`src/rtl/volume_control.sv`:
```
// volume_control: edge-detected accelerated volume target, ramped output level, valid/ready delivery
module volume_control #(
  parameter int WIDTH        = 8,
  parameter int MAX_LEVEL    = 200,
  parameter int RESET_LEVEL  = 100,
  parameter int FAST_STEP    = 4,
  parameter int ACCEL_WINDOW = 12_500_000,
  parameter int RAMP_DIV     = 50_000
) (
  input  logic             Clk,
  input  logic             Reset,
  input  logic             Up,
  input  logic             Down,
  input  logic             Mute,
  input  logic             Ready,
  output logic [WIDTH-1:0] Level,
  output logic             Muted,
  output logic             Valid
);
  localparam int AW = $clog2(ACCEL_WINDOW + 1);
  localparam int PW = $clog2(RAMP_DIV + 1);
  localparam logic [WIDTH-1:0] MAX_L = WIDTH'(MAX_LEVEL);
  localparam logic [AW-1:0] WIN = AW'(ACCEL_WINDOW);
  localparam logic [PW-1:0] PMAX = PW'(RAMP_DIV - 1);
  logic [WIDTH-1:0] target_q, target_d, level_q, level_d, eff, t_up, t_dn;
  logic [AW-1:0] accel_q, accel_d;
  logic [PW-1:0] pre_q, pre_d;
  logic muted_q, muted_d, valid_q, valid_d, dir_q, dir_d, up_q, dn_q;
  logic up_ev, dn_ev, step, tick, move;
  logic [WIDTH:0] size, sum;
  always_comb begin
    up_ev    = Up & ~up_q;
    dn_ev    = Down & ~dn_q;
    step     = up_ev ^ dn_ev;
    size     = (accel_q < WIN && up_ev == dir_q) ? (WIDTH+1)'(FAST_STEP) : (WIDTH+1)'(1);
    sum      = {1'b0, target_q} + size;
    t_up     = sum > {1'b0, MAX_L} ? MAX_L : sum[WIDTH-1:0];
    t_dn     = {1'b0, target_q} < size ? '0 : target_q - size[WIDTH-1:0];
    target_d = step ? (up_ev ? t_up : t_dn) : target_q;
    dir_d    = step ? up_ev : dir_q;
    accel_d  = step ? '0 : accel_q == WIN ? accel_q : accel_q + 1'b1;
    muted_d  = step ? 1'b0 : muted_q ^ Mute;
    eff      = muted_q ? '0 : target_q;
    tick     = pre_q == PMAX;
    pre_d    = tick ? '0 : pre_q + 1'b1;
    move     = tick && level_q != eff && !(valid_q && !Ready);
    level_d  = move ? (level_q < eff ? level_q + 1'b1 : level_q - 1'b1) : level_q;
    valid_d  = move | (valid_q & ~Ready);
  end
  always_ff @(posedge Clk) begin
    if (Reset) begin
      target_q <= WIDTH'(RESET_LEVEL);
      level_q  <= '0;
      muted_q  <= 1'b0;
      valid_q  <= 1'b0;
      accel_q  <= WIN;
      pre_q    <= '0;
      dir_q    <= 1'b0;
      up_q     <= 1'b1;
      dn_q     <= 1'b1;
    end else begin
      target_q <= target_d;
      level_q  <= level_d;
      muted_q  <= muted_d;
      valid_q  <= valid_d;
      accel_q  <= accel_d;
      pre_q    <= pre_d;
      dir_q    <= dir_d;
      up_q     <= Up;
      dn_q     <= Down;
    end
  end
  assign Level = level_q;
  assign Muted = muted_q;
  assign Valid = valid_q;
endmodule
```
`config.mk`:
```
export PLATFORM = sky130hd
export DESIGN_NAME = volume_control
export DESIGN_NICKNAME = d
export VERILOG_FILES = /design/src/rtl/volume_control.sv
export SDC_FILE = /design/constraint.sdc
export NUM_CORES = 1
export LEC_CHECK = 0
export BUFFER_PORTS_ARGS = -buffer_cell sky130_fd_sc_hd__buf_2
export CAP_MARGIN = 10
export CELL_PAD_IN_SITES_DETAIL_PLACEMENT = 1
export CELL_PAD_IN_SITES_GLOBAL_PLACEMENT = 1
export CORE_ASPECT_RATIO = 0.5
export CORE_UTILIZATION = 42
export CTS_BUF_LIST = sky130_fd_sc_hd__clkbuf_16
export CTS_CLUSTER_SIZE = 8
export DETAILED_ROUTE_END_ITERATION = 8
export HOLD_SLACK_MARGIN = 0.08
export PLACE_DENSITY_LB_ADDON = 0.25
export SYNTH_ARGS = -nofsm -noshare
export SYNTH_HDL_FRONTEND = slang
export SYNTH_SLANG_ARGS = --single-unit
```
`constraint.sdc`:
```
create_clock -name Clk -period 3.3 [get_ports Clk]
set_clock_uncertainty 0.05 [all_clocks]
set_input_delay 0.495 -clock Clk [delete_from_list [all_inputs] [get_ports Clk]]
set_output_delay 0.495 -clock Clk [all_outputs]
set_load 0.005 [all_outputs]
```
==> impl_results.md, run 1 <==
* Register-to-register setup slack at -0.02 ns
* Layout cell share with drive strength beyond 1 at 20.0%
* Crit path largest cell delay at 0.54 ns
* Area of the die at 0.00912 mm2
* Final slew viol count at 0
* Number of rows in the core area at 23
* Category of cells accounting for the largest share of critical-path delay: simple AND/OR/NAND/NOR gates
* CTS Buf Count at 9
* Remaining global-route overflow at 0
* Fill cell instance count of the final layout at 1010
* Number of cells on the critical path at 12
* Worst reg2reg startpoint: accel_q[6]
* Cell area after technology mapping at 0.00366 mm2
* Clock-pin slew of the registers on the worst-case setup and hold paths at 0.06 ns
* Source of the critical timing path: accel_q[6]
* Clock Tree Buf Depth at 2
* Total number of yosys warnings at 0
* Relative slew margins at 37.7%
* Die Wd at 134 um
* Worst setup endpoint: target_q[0]
* Total count of hold-check failures in the final report at 0
* Critical-path top delay cell: or4_4
* DRT Wirelength at 10.7 mm
* Cells along the critical path: or4_4 -> o21ai_2 -> a21oi_1 -> o21ai_2 -> nand2_2 -> ha_4 -> and3b_2 -> or4b_4 -> a21oi_4 -> o221ai_2 -> a211oi_2 -> o32ai_2
* Area share of the largest cell type after synthesis at 33.3%
* Cell count after placement at 598
* Floorplan die height at 68.0 um
* Main area contributors after synthesis: dfxtp_1, ha_1, xnor2_1, nor2_1, o21ai_0
* Buffers added on ports at 15
* Count of unique library cells instantiated by Yosys at 56
* Count of flip-flops with a built-in enable after synthesis at 0
* First-pass detailed-route iteration total at 4
* Max VDD drop at 0.000295 V
* Post-layout power at 2.08 mW
* Critical path class: reg -> reg
* Number of nets in the layout at 530
* Inserted Diodes at 0
* Worst skew pair latency at 0.34 ns
* Violations in the final reports: negative setup slack
* Required time at the worst-slack endpoint at 3.44 ns
* Area Growth Syn to Fin at 22.4%
* CTS tree: yes
* Worst-Margin Slew at 0.926 ns
* Number of global-route vias before repair at 3498
* Count of clock tree sinks at 61
* Avg Cell Area, Syn at 8.05 um2
* HPWL after DPL at 7.21 mm
* Fraction of registers with async set or reset after synthesis at 0%
* Share of the clock period used by the worst path at 101%
* R2R depth at 12
* Post-route DRC violation count at 0
* Worst reg2reg endpoint: target_q[0]
* Yosys reg bits at 61
* Crit path capture type: register
* Post-synthesis net count at 485
* First-pass GRT wire length at 16.9 mm
* Crit path launch type: register
* Detailed router's first-iteration violation count at 242
* Unrepaired setup endpoints after global routing: true
* Max-cap check violation count at 0
* Largest net degree at the start of global routing at 21
* Top cells by instance count after synthesis: nor2_1, dfxtp_1, nand2_1
* Sequential fraction of the synthesis area at 33.3%
* Class of the tightest hold or removal check: in -> reg
* Library cell with the largest summed area after synthesis: dfxtp_1
* Most frequent cell on the critical path: o21ai_2
* Placed cell areas at 0.00407 mm2
* Placer's final routability congestion estimate at 0.848
* Most instantiated library cell after synthesis: nor2_1
* IO Pins at 16
* Total via count after detailed routing at 3415
* Post-DR wirelength/cell at 17.3 um
* Peak Freq at 301 MHz
* Placeable core region at 0.00823 mm2
* Setup violators final at 1
* Minimum clock period after layout at 3.32 ns
* Total number of H-tree levels at 3
* Top flip-flop cell by instance count after synthesis: dfxtp_1
* Post-layout instance area at 0.00448 mm2
* Arrival time reported for the critical path endpoint at 3.46 ns
* Final critical-path setup slack at -0.0194 ns
* Vias/cell at 5.53
* Cell chosen for the clock root: clkbuf_16
* Run status: finished with violations
* Maximum fanout encountered on the critical timing path at 3
* Antenna violations before repair at 0
* Count of buffer and inverter cells on the critical path at 0
* Count of antenna-violating nets left after detailed routing at 0
* Total power per unit cell area at 464 mW/mm2
* Initial standard-cell utilization of the core at 44.5%
* Post-synthesis instance total at 455
* Total leakage power at 1.74 nW
* Post-layout instance count excluding filler cells at 617
* Total routing usage reported by global routing at 23.9%
==> worst min path at each step <==
stage / startpoint / endpoint / slack [ns] / cells past startpoint
2_1_floorplan: pre_q[0] / pre_q[0] / 0.37 / 1
3_3_place_gp: pre_q[0] / pre_q[0] / 0.38 / 1
3_5_place_dp: pre_q[0] / pre_q[0] / 0.39 / 1
4_1_cts: Down / dn_q / 0.31 / 2
5_1_grt: Down / dn_q / 0.32 / 2
6_report: Down / dn_q / 0.32 / 2
==> flip-flops by register name, summed over array words and instances, names as in the netlist <==
register	count
Level	8
Muted	1
Valid	1
accel_q	24
dir_q	1
dn_q	1
pre_q	16
target_q	8
up_q	1
==> final cells by class <==
type / instances / area, um2 / area share [%]
Clock buffer: 9 / 225 / 5.02
Inverter: 15 / 56.3 / 1.26
Sequential cell: 61 / 1220 / 27.3
Tap cell: 112 / 140 / 3.12
Clock inverter: 7 / 50.0 / 1.12
Multi-Input combinational cell: 362 / 2440 / 54.5
Timing Repair Buffer: 51 / 345 / 7.70
==> metal layers <==
metal  vias up  routed length, um  global-route usage, %
met3         9                576                   6.52
met4         0                 63                   6.04
li1       1689                  -                      -
met2        61               5190                   43.2
met5         -                  0                      0
met1      1656               4850                   28.8
==> cells by family (layout without fill, tap and decap cells) <==
kind of cell               count (synthesis)  after routing  share of synthesized area [%]
AOI/OAI and AO/OA                         81             81                           13.5
xor gates and xnor gates                  44             44                           10.5
adders and majority gates                 24             24                           8.40
buffers and inverters                     32             82                           3.52
DFF                                       61             61                           33.3
muxes                                      8              8                           2.22
and+or+nand+nor                          205            205                           28.5
==> power breakdown <==
part	leakage, nW	internal, mW	switching (mW)
combinational	1.11	0.169	0.232
sequential	0.497	0.768	0.0272
clock	0.128	0.510	0.376
total	1.74	1.45	0.635
==> through the flow <==
step / setup TNS [ns] / setup slack (ns) / util, % / hold WS, ns
finish: -0.0194 / -0.0194 / 54.5 / 0.316
global route: -0.571 / -0.160 / 54.5 / 0.316
CTS: 0 / 0.00913 / 53.9 / 0.313
detailed placement: -0.161 / -0.0994 / 49.4 / 0.390
global placement: 0 / 0.0406 / 49.4 / 0.381
floorplan: 0 / 0.0421 / - / 0.368
==> repair_timing <==
item	CTS	global route
pin swaps	6	8
endpoints found under the setup margin	8	10
hold buffers	0	0
gates resized for setup	17	11
buffers inserted	2	1
==> cell usage in the layout (no fill, tap or decap), types with 3 or more instances in the layout <==
master	Yosys	final
nor2_1	66	66
dfxtp_1	61	60
buf_4	0	36
nand2_1	31	30
xnor2_1	30	30
a21oi_1	27	25
o21ai_0	29	24
nand3_1	24	24
ha_1	23	20
nand2b_1	17	17
buf_2	1	15
inv_1	14	14
nor3_1	15	14
xor2_1	14	14
or3_1	11	11
clkbuf_16	0	9
nand4_1	8	8
mux2i_1	7	7
and3_1	4	4
o41ai_2	1	3
o21ai_2	0	3
nor2b_1	5	3
and2_1	3	3
nor4_1	3	3
clkinvlp_4	0	3
(Power assumes the default switching activity.)
==> run 2: changes to the inputs <==
--- a/config.mk
+++ b/config.mk
@@ -5,12 +5,13 @@
 export SDC_FILE = /design/constraint.sdc
 export NUM_CORES = 1
 export LEC_CHECK = 0
+export ABC_AREA = 1
 export BUFFER_PORTS_ARGS = -buffer_cell sky130_fd_sc_hd__buf_2
 export CAP_MARGIN = 10
 export CELL_PAD_IN_SITES_DETAIL_PLACEMENT = 1
 export CELL_PAD_IN_SITES_GLOBAL_PLACEMENT = 1
 export CORE_ASPECT_RATIO = 0.5
-export CORE_UTILIZATION = 42
+export CORE_UTILIZATION = 40
 export CTS_BUF_LIST = sky130_fd_sc_hd__clkbuf_16
 export CTS_CLUSTER_SIZE = 8
 export DETAILED_ROUTE_END_ITERATION = 8
==> impl_results.md, run 2 <==
* Top cells by instance count after synthesis: nand2_1, inv_1, nor2_1
* Post-layout power at 1.95 mW (-6.4%)
* Count of unique library cells instantiated by Yosys at 42 (-25%)
* Worst-case setup slack after placement at 0.224 ns (+0.323 ns)
* Count of flip-flops with a built-in enable after synthesis at 0 (unchanged)
* Most instantiated library cell after synthesis: nand2_1
* HPWL after DPL at 7.71 mm (+6.9%)
* Placed cell areas at 0.00404 mm2 (-0.65%)
* Total number of yosys warnings at 0 (unchanged)
* Sequential fraction of the synthesis area at 31.7% (-1.6 points)
* TNS Setup at 0 ns (+0.0194 ns)
* Total number of H-tree levels at 3 (unchanged)
* Total leakage power at 1.95 nW (+12%)
* Maximum fanout encountered on the critical timing path at 5 (+2)
* Area Growth Syn to Fin at 12.4%
* Worst-Margin Slew at 0.499 ns (-0.427 ns)
* R2R depth at 23 (+11)
* Fraction of registers with async set or reset after synthesis at 0% (unchanged)
* Fill cell instance count of the final layout at 1176 (+16%)
* Unrepaired setup endpoints after global routing: false
* Clock-pin slew of the registers on the worst-case setup and hold paths at 0.05 ns (about the same)
* Detailed router's first-iteration violation count at 93 (-62%)
* Floorplan die height at 71.4 um (+4.9%)
* Final critical-path setup slack at 0.381 ns (+0.401 ns)
* Area of the die at 0.0100 mm2 (+10%)
* Largest registers ranked by flip-flop count: accel_q: 24 flops, pre_q: 16 flops
* Final slew viol count at 0 (unchanged)
* Yosys reg bits at 61 (unchanged)
* Relative slew margins at 66.7% (+29 points)
* Total via count after detailed routing at 3749 (+9.8%)
* Hold buffer count at cts at 0 (unchanged)
* First-pass GRT wire length at 17.8 mm (+5.4%)
* Worst reg2reg endpoint: target_q[0]
* Clock Tree Buf Depth at 2 (unchanged)
* Run status: complete, no violations
* Crit path launch type: register
* Vias/cell at 5.24 (-5.3%)
* Register with the most flip-flops: accel_q
* Highest-count cells in the layout ignoring fill and taps: nand2_1, inv_1, nor2_1
* Area share of the largest cell type after synthesis at 31.7% (-1.6 points)
* Buffers inserted by post-CTS timing repair at 0 (-2)
* Required time at the worst-slack endpoint at 3.47 ns (+0.03 ns)
* IO Pins at 16 (unchanged)
* CTS Buf Count at 9 (unchanged)
* Count of clock tree sinks at 61 (unchanged)
* Post-DR wirelength/cell at 14.3 um (-17%)
* First-pass detailed-route iteration total at 5 (+1)
* Count of antenna-violating nets left after detailed routing at 0 (unchanged)
* Library cell with the largest summed area after synthesis: dfxtp_1
* Register-to-register setup slack at 0.38 ns (+0.40 ns)
* CTS tree: yes
* Max VDD drop at 0.000254 V (-14%)
* Number of nets in the layout at 623 (+18%)
* Most common cell after layout, fill and taps aside: nand2_1
* Worst skew pair latency at 0.33 ns (about the same)
* Class of the tightest hold or removal check: in -> reg
* Inserted Diodes at 0 (unchanged)
* Initial standard-cell utilization of the core at 42.7% (-1.8 points)
* Hold Crit Endpoint: dn_q
* Peak Freq at 343 MHz (+14%)
* Start point of the worst min-delay path: Down
* Largest net degree at the start of global routing at 21 (unchanged)
* Hold Path Stages at 3 (+1)
* Total count of hold-check failures in the final report at 0 (unchanged)
* Post-synthesis net count at 602 (+24%)
* Largest register FFs at 24 (unchanged)
* Placeable core region at 0.00901 mm2 (+9.5%)
* Cell area after technology mapping at 0.00385 mm2 (+5.1%)
* Cell chosen for the clock root: clkbuf_16
* Top flip-flop cell by instance count after synthesis: dfxtp_1
* Post-layout instance area at 0.00433 mm2 (-3.5%)
* Arrival time reported for the critical path endpoint at 3.09 ns (-0.37 ns)
* Number of rows in the core area at 24 (+4.3%)
* Crit path capture type: register
* Placer's final routability congestion estimate at 0.854 (+0.77%)
* Share of the clock period used by the worst path at 88.4% (-12 points)
* Buffers added on ports at 15 (unchanged)
* Number of global-route vias before repair at 3811 (+8.9%)
* DRT Wirelength at 10.2 mm (-4.1%)
* Post-synthesis instance total at 572 (+26%)
* Total power per unit cell area at 450 mW/mm2 (-3.0%)
* Number of gates resized after cts at 0 (-17)
* Post-route DRC violation count at 0 (unchanged)
* Avg Cell Area, Syn at 6.73 um2 (-16%)
* Minimum clock period after layout at 2.92 ns (-0.401 ns)
* Main area contributors after synthesis: dfxtp_1, nand2_1, ha_1, inv_1, a21oi_1
* Setup violators final at 0 (-1)
* Remaining global-route overflow at 0 (unchanged)
* Antenna violations before repair at 0 (unchanged)
* Critical path class: reg -> reg
* Layout Utilization at 48.0% (-6.5 points)
* Max-cap check violation count at 0 (unchanged)
* Total routing usage reported by global routing at 22.3% (-1.6 points)
* Worst reg2reg startpoint: accel_q[12]
* Layout cell share with drive strength beyond 1 at 11.5% (-8.5 points)
* Die Wd at 141 um (+5.0%)
run 2: changes by cell type after synthesis, sizes merged, moves of 6 or more:
cell	before	now
nand3	24	44
mux2i	7	0
or3	11	1
inv	14	84
nand2b	17	0
xor2	14	8
a21oi	27	48
nor2	66	74
xnor2	30	4
nand2	31	134
clkbuf	13	2
run 2: kinds of logic (layout without fill, tap and decap cells):
group	Yosys count	count (layout)	synth area share (%)
fa+ha+maj	24	24	8.00
xor+xnor	12	12	3.22
simple gates	288	288	33.4
buf+inv	92	118	9.53
flops	61	61	31.7
compound gates	95	95	14.1
run 2: where the power goes:
part	switching, mW	internal [mW]	total, mW
clock	0.335	0.573	0.907
combinational	0.160	0.0835	0.244
sequential	0.0318	0.766	0.798
run 2: per-layer routing:
layer	vias to the layer above	global-route usage, %	part of all wire (%)
met3	13	5.35	3.0
met2	44	38.0	46
met4	0	5.80	1.1
li1	1912	-	-
met1	1780	28.6	50
met5	-	0	0
run 2: worst max path at each step:
stage                              to  slack, ns         from  depth (start not counted)
after floorplan           target_q[0]       0.73           Up                         20
after global placement    target_q[0]       0.27           Up                         19
after detailed placement  target_q[0]       0.22           Up                         19
after CTS                    Level[7]       0.31        Muted                         15
after global routing      target_q[0]       0.05  accel_q[12]                         23
final                     target_q[0]       0.38  accel_q[12]                         23
run 2: worst max-delay path, stage by stage (launching register included):
cell	delay, ns
dfxtp_1	0.39
nand2_1	0.11
inv_2	0.09
nand2_1	0.05
nor2_1	0.12
nand3_1	0.08
nor2_1	0.20
nand2_1	0.09
nand2_1	0.07
nor2_1	0.05
inv_1	0.09
ha_1	0.20
ha_1	0.18
inv_1	0.06
o21ai_2	0.24
nand2_1	0.08
nand2_1	0.06
nand2_1	0.07
nor2_1	0.11
nand2_1	0.12
nand2_1	0.10
nand2_1	0.08
nand3_1	0.08
nand2_1	0.05
run 2: per-stage QoR:
stage          instances  hold slack (ns)
2_1_floorplan        572            0.368
3_3_place_gp         699            0.387
3_5_place_dp         699            0.402
4_1_cts              715            0.311
5_1_grt              715            0.338
6_report             715            0.313
run 2: area by class of cell:
class,instances,area (um2),share of cell area (%)
well taps,117,146,3.38
inverters,84,315,7.29
clock buffers,9,225,5.21
repair buffers,18,97.6,2.26
multi-input cells,419,2260,52.3
flip-flops and latches,61,1220,28.2
clock inverters,7,57.6,1.33
